[src/rtl/booth_operand_loader.sv]
// booth_operand_loader: front end of the Booth multiplier.
// Debounces START, captures the switch operands, issues one o_start per press,
// then waits for i_rdy to rise or for the timeout to expire.
// Optional feature macro: LOADER_ZERO_SKIP_EN. When it is defined, a zero operand
// skips the launch and raises o_zero.
module booth_operand_loader #(
    parameter int WIDTH           = 8,
    parameter int DEBOUNCE_CYCLES = 500000,
    parameter int TIMEOUT_CYCLES  = 64
) (
    input  logic             clk,
    input  logic             rst,
    input  logic             i_btn_start,
    input  logic [WIDTH-1:0] i_sw_multiplier,
    input  logic [WIDTH-1:0] i_sw_multiplicand,
    input  logic             i_rdy,
    output logic             o_start,
    output logic [WIDTH-1:0] o_multiplier,
    output logic [WIDTH-1:0] o_multiplicand,
    output logic             o_busy,
    output logic             o_done,
`ifdef LOADER_ZERO_SKIP_EN
    output logic             o_zero,
`endif
    output logic             o_err
);

    localparam int DB_W = (DEBOUNCE_CYCLES > 1) ? $clog2(DEBOUNCE_CYCLES) : 1;
    localparam int TO_W = (TIMEOUT_CYCLES > 1) ? $clog2(TIMEOUT_CYCLES) : 1;
    localparam logic [DB_W-1:0] DB_MAX = DB_W'(DEBOUNCE_CYCLES - 1);
    localparam logic [TO_W-1:0] TO_MAX = TO_W'(TIMEOUT_CYCLES - 1);

    typedef enum logic [2:0] {
        S_IDLE, S_LOAD, S_LAUNCH, S_WAIT, S_RELEASE
    } state_t;

    state_t            r_state, w_next;
    logic              r_sync1, r_sync2;
    logic [DB_W-1:0]   r_db_cnt;
    logic              r_btn_stable, r_btn_prev;
    logic [TO_W-1:0]   r_to_cnt;
    logic              r_rdy_q;
    logic              r_done, r_err;
    logic              w_press, w_load_en;
    logic              w_set_done, w_set_err, w_set_zero;

    assign w_press   = r_btn_stable & ~r_btn_prev;
    assign w_load_en = (r_state == S_IDLE) && w_press;

    // Two-flop synchronizer for the asynchronous button.
    always_ff @(posedge clk or negedge rst) begin
        if (!rst) begin
            r_sync1 <= 1'b0;
            r_sync2 <= 1'b0;
        end else begin
            r_sync1 <= i_btn_start;
            r_sync2 <= r_sync1;
        end
    end

    // Debounce: a new level must persist DEBOUNCE_CYCLES cycles before it is accepted.
    always_ff @(posedge clk or negedge rst) begin
        if (!rst) begin
            r_db_cnt     <= '0;
            r_btn_stable <= 1'b0;
            r_btn_prev   <= 1'b0;
        end else begin
            r_btn_prev <= r_btn_stable;
            if (r_sync2 == r_btn_stable) begin
                r_db_cnt <= '0;
            end else if (r_db_cnt == DB_MAX) begin
                r_btn_stable <= r_sync2;
                r_db_cnt     <= '0;
            end else begin
                r_db_cnt <= r_db_cnt + 1'b1;
            end
        end
    end

    // State register.
    always_ff @(posedge clk or negedge rst) begin
        if (!rst) r_state <= S_IDLE;
        else      r_state <= w_next;
    end

    // Next-state logic and the events that set the completion flags.
    always_comb begin
        w_next     = r_state;
        w_set_done = 1'b0;
        w_set_err  = 1'b0;
        w_set_zero = 1'b0;
        case (r_state)
            S_IDLE:   if (w_press) w_next = S_LOAD;
`ifdef LOADER_ZERO_SKIP_EN
            S_LOAD: begin
                if (o_multiplier == '0 || o_multiplicand == '0) begin
                    w_next     = S_RELEASE;
                    w_set_done = 1'b1;
                    w_set_zero = 1'b1;
                end else begin
                    w_next = S_LAUNCH;
                end
            end
`else
            S_LOAD:   w_next = S_LAUNCH;
`endif
            S_LAUNCH: w_next = S_WAIT;
            S_WAIT: begin
                // A rising edge of i_rdy wins over a timeout that expires in the same cycle.
                if (i_rdy && !r_rdy_q) begin
                    w_next     = S_RELEASE;
                    w_set_done = 1'b1;
                end else if (r_to_cnt == TO_MAX) begin
                    w_next    = S_RELEASE;
                    w_set_err = 1'b1;
                end
            end
            S_RELEASE: if (!r_btn_stable) w_next = S_IDLE;
            default:   w_next = S_IDLE;
        endcase
    end

    // Operands are captured on the edge into LOAD, so they are valid one cycle before o_start.
    always_ff @(posedge clk or negedge rst) begin
        if (!rst) begin
            o_multiplier   <= '0;
            o_multiplicand <= '0;
        end else if (w_load_en) begin
            o_multiplier   <= i_sw_multiplier;
            o_multiplicand <= i_sw_multiplicand;
        end
    end

    // Timeout counter: cleared in LAUNCH, counts in WAIT_RDY, saturates at its limit.
    always_ff @(posedge clk or negedge rst) begin
        if (!rst) begin
            r_to_cnt <= '0;
            r_rdy_q  <= 1'b0;
        end else begin
            r_rdy_q <= i_rdy;
            if (r_state == S_LAUNCH)
                r_to_cnt <= '0;
            else if (r_state == S_WAIT && r_to_cnt != TO_MAX)
                r_to_cnt <= r_to_cnt + 1'b1;
        end
    end

    // Completion flags are sticky until the next LOAD.
    always_ff @(posedge clk or negedge rst) begin
        if (!rst) begin
            r_done <= 1'b0;
            r_err  <= 1'b0;
        end else if (w_load_en) begin
            r_done <= 1'b0;
            r_err  <= 1'b0;
        end else begin
            if (w_set_done) r_done <= 1'b1;
            if (w_set_err)  r_err  <= 1'b1;
        end
    end

`ifdef LOADER_ZERO_SKIP_EN
    // The zero-skip flag follows the same sticky rule as o_done.
    always_ff @(posedge clk or negedge rst) begin
        if (!rst)            o_zero <= 1'b0;
        else if (w_load_en)  o_zero <= 1'b0;
        else if (w_set_zero) o_zero <= 1'b1;
    end
`else
    logic w_zero_unused;
    assign w_zero_unused = w_set_zero;
`endif

    assign o_start = (r_state == S_LAUNCH);
    assign o_busy  = (r_state == S_LOAD) || (r_state == S_LAUNCH) || (r_state == S_WAIT);
    assign o_done  = r_done;
    assign o_err   = r_err;

endmodule

[config.mk]
export PLATFORM = sky130hd
export DESIGN_NAME = booth_operand_loader
export DESIGN_NICKNAME = d
export VERILOG_FILES = /design/src/rtl/booth_operand_loader.sv
export SDC_FILE = /design/constraint.sdc
export NUM_CORES = 1
export LEC_CHECK = 0
export CELL_PAD_IN_SITES_DETAIL_PLACEMENT = 0
export CELL_PAD_IN_SITES_GLOBAL_PLACEMENT = 1
export CORE_ASPECT_RATIO = 1.1
export CORE_MARGIN = 10
export CORE_UTILIZATION = 40
export DETAILED_ROUTE_END_ITERATION = 16
export GPL_ROUTABILITY_DRIVEN = 0
export MAX_ROUTING_LAYER = met4
export PLACE_DENSITY = 0.74
export SLEW_MARGIN = 10
export SYNTH_ARGS = -nofsm -noshare
export SYNTH_HDL_FRONTEND = slang
export SYNTH_SLANG_ARGS = --single-unit
[constraint.sdc]
create_clock -name clk -period 5.71 [get_ports clk]
set_input_delay 1.4275 -clock clk [delete_from_list [all_inputs] [get_ports clk]]
set_output_delay 1.4275 -clock clk [all_outputs]
set_load 0.02 [all_outputs]
# --- Yosys cells after proc, flatten, opt, wreduce, memory -nomap -nowiden ---
# Index checks and enable logic that the tools add are counted.
totals:
  ff_bits: 51
  in_bits: 20
  output_inout_bits: 20
  word_cells: 58
classes:
  n_addsub: 2
  n_eq_ne: 11
  muxes: 18
  bitwise_logic: 3
  reduce_logical: 12
op_table:
  columns: ["operator", "n"]
  rows:
  - ["$mux 19", 2]
  - ["$add 19x1->19 const B", 1]
  - ["$eq 19x19->1 const B", 1]
  - ["$pmux 3 s5", 1]
  - ["$mux 3", 4]
  - ["$mux 6", 2]
  - ["$mux 1", 9]
  - ["$add 6x1->6 const B", 1]
  - ["$eq 3x2->1 const B", 2]
  - ["$eq 6x6->1 const B", 1]
  - ["$ne 6x6->1 const B", 1]
  - ["$reduce_bool 2->1", 3]
  - ["$ne 2x2->1 const B", 2]
  - ["$eq 3x1->1 const B", 1]
  - ["$eq 3x3->1 const B", 1]
  - ["$logic_and 1x1->1", 3]
  - ["$logic_not 3->1", 1]
  - ["$ne 3x3->1 const B", 1]
  - ["$reduce_and 3->1", 1]
  - ["$logic_or 1x1->1", 2]
  - ["$not 1->1", 2]
  - ["$reduce_and 2->1", 1]
  - ["$and 1x1->1", 1]
  - ["$eq 1x1->1", 1]
  - ["$logic_not 1->1", 1]

# --- Logic depth before layout (Yosys ltp) ---
# Gate-level depths: netlist of run 1.
depth:
  word_depth: 6
  ltp_mapped: 6
  depth_no_buf: 5

# --- Worst setup path after synthesis of run 1 ---
# No wires, ideal clock.
synth_path:
  kind: "register -> output"
  from: "reg r_state[0]"
  to: "out o_start"
  arrival_time_ps: 1117
  required_time_ps: 4283
  slack_ps: 3165
  stages_incl_launch_ff: 3
  path_buffers: 0
  path_cell_list: "dfrtp_1 > or3b_2 > inv_1"
synth_between:
  elab_chain_cells: 1
synth_rtl:
  columns: ["element", "line_no", "rtl"]
  rows:
  - ["start, declared", "37", "state_t r_state, w_next;"]
  - ["start signal, assigned", "83", "else r_state <= w_next;"]
  - ["$eq 3x2->1", "174", "assign o_start = (r_state == S_LAUNCH);"]
  - ["end, declared", "17", "output logic o_start,"]
# Every way passes these cells.

# --- Worst setup path in the final report of run 1 ---
# Same ends and word-level chain as after synthesis.

==> results.json, run 1 <==
{
  "holdPathEnd": "r_sync2$_DFF_PN0_",
  "whs_path_depth": 0,
  "critPathRequiredTime_ps": 4280,
  "slew_headroom": 0.469,
  "dieWidth_um": 91.6,
  "postCtsSetupBuffers": 0,
  "diodes": 0,
  "syn_nets": 222,
  "grt_max_degree": 52,
  "die_y_um": 98.8,
  "setup_viol_count_final": 0,
  "synth.yosys.seq_area_share": 0.566,
  "dp_hpwl_um": 3340,
  "core-area_sq_um": 5430,
  "slowest_stage": "clkdlybuf4s50_1",
  "num_vias": 1571,
  "clockBufferDepth": 2,
  "power.internal_uw": 506,
  "crit_start": "r_state[0]$_DFFE_PN0P_",
  "setup_tns_ps": 0,
  "min_period_ps": 3420,
  "fin_nets": 265,
  "cts.repair.resized": 0,
  "ctsRootBufferMaster": "clkbuf_8",
  "cap_violations": 0,
  "hold_viol": 0,
  "crit_chain": "or3b_2 > inv_1 > clkdlybuf4s50_1",
  "r2r_setup_slack_ps": 3680,
  "avgSynthCellArea_sq_um": 11.3,
  "htree_levels": 2,
  "crit_buf_inv": 2,
  "grt_setup_unrepaired": "no",
  "routed_wl_um": 4540,
  "synth_area_sq_um": 2260,
  "route.detailed.drc": 0,
  "cts_hold_buf": 0,
  "pre_cts_ws_ps": 2610,
  "crit_arrival_ps": 2000,
  "worst_clock_skew_ps": 6.18,
  "ys_ff_latch": 51,
  "ys_warn_count": 0,
  "post_drt_wl_per_cell_um": 14.3,
  "hold_class": "flip-flop to flip-flop",
  "grt_pass1_vias": 1594,
  "reg2reg_from": "r_db_cnt[0]$_DFF_PN0_",
  "cts_sinks": 51,
  "grt_overflow": 0,
  "p_comb_frac": 0.041,
  "run_status": "complete, no violations",
  "cp-start-kind": "flip-flop",
  "fmax_mhz": 292,
  "clock_power_share": 0.384,
  "worst_slack_ps": 2290,
  "synth_edf_count": 0,
  "synthToLayoutAreaGrowth_pct": 25.5,
  "synth_cell_types": 35,
  "layout_commonest_cell": "dfrtp_1",
  "critPathMaxStageDelay_ps": 610,
  "drtIter0Drc": 58,
  "io_pins": 40,
  "grtUsageTotal": 0.109,
  "final_cell_mix": "51 x dfrtp_1, 38 x clkdlybuf4s50_1, 28 x nor2_1",
  "fin_crit_sh": 0.599,
  "antenna_found_initial": 0,
  "r2r_cells": 6,
  "cp-end-kind": "primary output",
  "clock_latency_ps": 300,
  "synthArstFlopShare": 1.00,
  "cts-buffers-inserted": 5,
  "switchingPower_uw": 132,
  "power_density_nw_per_um2": 225,
  "crit_path_max_fanout": 6,
  "viasPerCell": 4.94,
  "cts_tree": "built",
  "io_buffers": 39,
  "irDropWorstVdd_v": 0.000143,
  "min_from": "r_sync1$_DFF_PN0_",
  "seqPwrFrac": 0.575,
  "critPathTopFamily": "buffers and inverters",
  "report.final.slew_viol_count": 0,
  "leakage_uw": 0.00121,
  "grt_pass1_wl_um": 7870,
  "tightest_slew_ps": 795,
  "netlist_instances": 200,
  "row_count": 28,
  "drive_gt1_frac": 0.128,
  "p_sw_frac": 0.207,
  "first_pass_iters": 4,
  "clk_pin_slew_worst_paths_ps": 90,
  "start_util": 0.415,
  "yosys_most_used_dff": "dfrtp_1",
  "ant_nets": 0,
  "r2r-end": "r_db_cnt[16]$_DFF_PN0_",
  "dieArea_sq_um": 9050,
  "crit_type": "flip-flop to primary output"
}
[routing by layer]
| layer | part of all wire | vias up | GRT usage |
|---|---|---|---|
| met5 | 0 | - | - |
| met4 | 0.013 | 0 | 0.0338 |
| met3 | 0.040 | 5 | 0.0379 |
| met2 | 0.51 | 20 | 0.175 |
| met1 | 0.43 | 752 | 0.124 |
| li1 | - | 794 | - |
[flip-flops by register name, summed over array words and instances (netlist names)]
signal	flops
r_sync2	1
r_state	3
o_multiplicand	8
o_done	1
r_btn_prev	1
r_rdy_q	1
o_multiplier	8
r_to_cnt	6
o_err	1
r_sync1	1
r_btn_stable	1
r_db_cnt	19
[worst max-delay path by stage]
| stage | to | slack (ps) | cells after the start |
|---|---|---|---|
| floorplan | o_start | 3170 | 2 |
| global placement | o_start | 2610 | 3 |
| detailed placement | o_start | 2610 | 3 |
| CTS | o_start | 2260 | 3 |
| global route | o_start | 2180 | 3 |
| finish | o_start | 2290 | 3 |
[power groups by stage]
| stage | registers [uW] | logic, uW | clock network (uW) |
|---|---|---|---|
| global placement | 374 | 26.9 | 0 |
| detailed placement | 374 | 27.2 | 0 |
| floorplan | 373 | 5.31 | 0 |
| CTS | 367 | 27.4 | 255 |
| global route | 367 | 29.6 | 268 |
| finish | 367 | 26.0 | 245 |
[kinds of logic (layout without fill, tap and decap cells)]
group / Yosys count / in the layout / synth area share
muxes: 17 / 17 / 0.0849
buffers and inverters: 11 / 54 / 0.0211
adders and majority gates: 2 / 2 / 0.0111
and+or+nand+nor: 79 / 79 / 0.190
AOI/OAI and AO/OA: 22 / 22 / 0.0577
DFF: 51 / 51 / 0.566
xor gates and xnor gates: 18 / 18 / 0.0699
[cells in the mapped netlist (3+ instances only)]
master | count | area share
inv_1 | 6 | 0.010
nor3_1 | 3 | 0.0067
dfrtp_1 | 51 | 0.57
nand2_1 | 9 | 0.015
nand4_1 | 8 | 0.022
o21ai_0 | 5 | 0.011
nor2_1 | 28 | 0.047
xor2_1 | 5 | 0.019
buf_2 | 5 | 0.011
a21oi_1 | 7 | 0.016
o31ai_1 | 3 | 0.010
mux2_2 | 17 | 0.085
xnor2_1 | 13 | 0.050
nor4_1 | 6 | 0.017
nand3_1 | 11 | 0.024
[metrics by stage]
stage                     cells  power (uW)  cell area [sq um]  utilization  hold WS (ps)
after CTS                   318         649               2830        0.521           358
after global routing        318         665               2830        0.521           365
after detailed placement    311         401               2730        0.502           336
after floorplan             200         378               2260            -           331
final                       318         637               2830        0.521           355
after global placement      311         401               2730        0.502           338
[worst reg2reg max path, stage by stage, from the launching register on]
cell	delay [ps]
dfrtp_1	450
ha_1	250
and4_1	320
nand4_1	140
o21ai_1	420
buf_4	280
nor2_1	70
[layout make-up]
class	count	area [sq um]
inverter	6	22.5
clock buffer	5	68.8
tap	75	93.8
fill	495	2600
multi-input combinational	138	932
timing repair buffer	41	400
clock inverter	2	37.5
sequential	51	1280
(Power assumes the default switching activity.)
==> run 2, diff against run 1 <==
- clock period: 5.71 -> 3.4 ns (I/O delays scaled with it)
==> run 2 against run 1 <==
Effect of this change:
- sequential share of layout area rose by 0.26 points
- combinational power increased by 72%
- critical endpoint unchanged
- register-to-register slack got worse by 2400 ps
- die area is the same
- sequential power rose by 68%
- sequential cell count unchanged
- non-clock buffer count is 1 higher
- clock power up 37%
- largest cell class unchanged
- worst hold slack gained 9.7 ps
==> results.json, run 2 (synthesized netlist as in run 1, its figures left out) <==
{
  "run_status": "complete, no violations",
  "slowest_stage": "clkdlybuf4s50_1",
  "post_drt_wl_per_cell_um": 14.2,
  "largest_reg_flops": 19,
  "grt_pass1_vias": 1655,
  "cts_sinks": 51,
  "antenna_found_initial": 0,
  "dieArea_sq_um": 9050,
  "grt_pass1_wl_um": 7940,
  "timing.hold.ws_ps": 365,
  "cts_tree": "built",
  "crit_buf_inv": 2,
  "core-area_sq_um": 5430,
  "grtUsageTotal": 0.108,
  "power_density_nw_per_um2": 354,
  "power_uw": 996,
  "irDropWorstVdd_v": 0.000290,
  "route.detailed.drc": 0,
  "routed_wl_um": 4540,
  "critPathTopFamily": "buffers and inverters",
  "diodes": 0,
  "htree_levels": 2,
  "row_count": 28,
  "ctsRootBufferMaster": "clkbuf_8",
  "cp-start-kind": "flip-flop",
  "die_y_um": 98.8,
  "layout_commonest_cell": "dfrtp_1",
  "fin_crit_sh": 0.840,
  "final_cell_mix": "51 x dfrtp_1, 38 x clkdlybuf4s50_1, 28 x nor2_1",
  "clk_pin_slew_worst_paths_ps": 90,
  "crit_path_max_fanout": 6,
  "cap_violations": 0,
  "io_pins": 40,
  "largestRegisters": "r_db_cnt: 19 flops, o_multiplicand: 8 flops, o_multiplier: 8 flops",
  "critPathRequiredTime_ps": 2550,
  "clockBufferDepth": 2,
  "fmax_mhz": 350,
  "leakage_uw": 0.00121,
  "cts-buffers-inserted": 5,
  "drive_gt1_frac": 0.131,
  "postCtsSetupBuffers": 0,
  "fin_nets": 266,
  "report.final.slew_viol_count": 0,
  "dieWidth_um": 91.6,
  "slew_headroom": 0.455,
  "setup_viol_count_final": 0,
  "hold_class": "flip-flop to flip-flop",
  "viasPerCell": 4.98,
  "worst_slack_ps": 543,
  "num_vias": 1588,
  "synthToLayoutAreaGrowth_pct": 24.8,
  "clock_latency_ps": 300,
  "critPathMaxStageDelay_ps": 610,
  "crit_arrival_ps": 2010,
  "setup_tns_ps": 0,
  "regMostFlops": "r_db_cnt",
  "dp.cells": 312,
  "start_util": 0.415,
  "first_pass_iters": 4,
  "grt_overflow": 0,
  "grt_setup_unrepaired": "no",
  "grt_max_degree": 34,
  "final_cells": 319,
  "io_buffers": 39,
  "dp_hpwl_um": 3390,
  "crit_type": "flip-flop to primary output",
  "cts.repair.resized": 0,
  "drtIter0Drc": 30,
  "min_period_ps": 2860,
  "worst_clock_skew_ps": 5.08,
  "tightest_slew_ps": 817,
  "cts_hold_buf": 0,
  "pre_cts_ws_ps": 862,
  "ant_nets": 0,
  "cp-end-kind": "primary output",
  "crit_chain": "or3b_2 > inv_1 > clkdlybuf4s50_1",
  "hold_viol": 0
}
## run 2: cell types whose count changed in the layout (fill, tap and decap cells not counted)
cell        previous run  this run
clkinvlp_4             1         0
bufinv_16              1         0
clkinv_4               0         1
buf_4                  2         3
clkinv_2               0         1
## run 2: per-layer routing
layer  GRT usage  part of all wire  wire length [um]
met5           -                 0                 0
met4      0.0290            0.0068                31
met3      0.0341             0.034               155
met2       0.183              0.52              2360
met1       0.119              0.44              1990
## run 2: area by class of cell
| cell class | count | area, sq um |
|---|---|---|
| Timing Repair Buffer | 42 | 408 |
| Clock buffer | 5 | 68.8 |
| Inverter | 6 | 22.5 |
| Clock inverter | 2 | 13.8 |
| Sequential cell | 51 | 1280 |
| Fill cell | 500 | 2620 |
| Tap cell | 75 | 93.8 |
| Multi-Input combinational cell | 138 | 932 |
## run 2: where the power goes
group / internal (uW) / switching (uW) / total [uW]
Combinational: 24.0 / 20.6 / 44.7
Clock: 141 / 195 / 336
Sequential: 611 / 4.76 / 615
Total: 776 / 220 / 996
## run 2: per-stage QoR
stage	area, sq um	utilization
finish	2820	0.518
detailed placement	2730	0.503
global route	2820	0.518
floorplan	2260	-
global placement	2730	0.503
CTS	2820	0.518
## run 2: path summary, 6_finish.rpt
| path | end | start | cells after the start | slack (ps) |
|---|---|---|---|---|
| max | o_start | r_state[0]$_DFFE_PN0P_ | 3 | 540 |
| min | r_sync2$_DFF_PN0_ | r_sync1$_DFF_PN0_ | 0 | 360 |
| max reg2reg | r_db_cnt[17]$_DFF_PN0_ | r_db_cnt[0]$_DFF_PN0_ | 6 | 1270 |
| min reg2reg | r_sync2$_DFF_PN0_ | r_sync1$_DFF_PN0_ | 0 | 360 |
| max in group asynchronous | r_state[0]$_DFFE_PN0P_ | rst | 2 | 2190 |
| min in group asynchronous | r_db_cnt[3]$_DFF_PN0_ | rst | 1 | 600 |
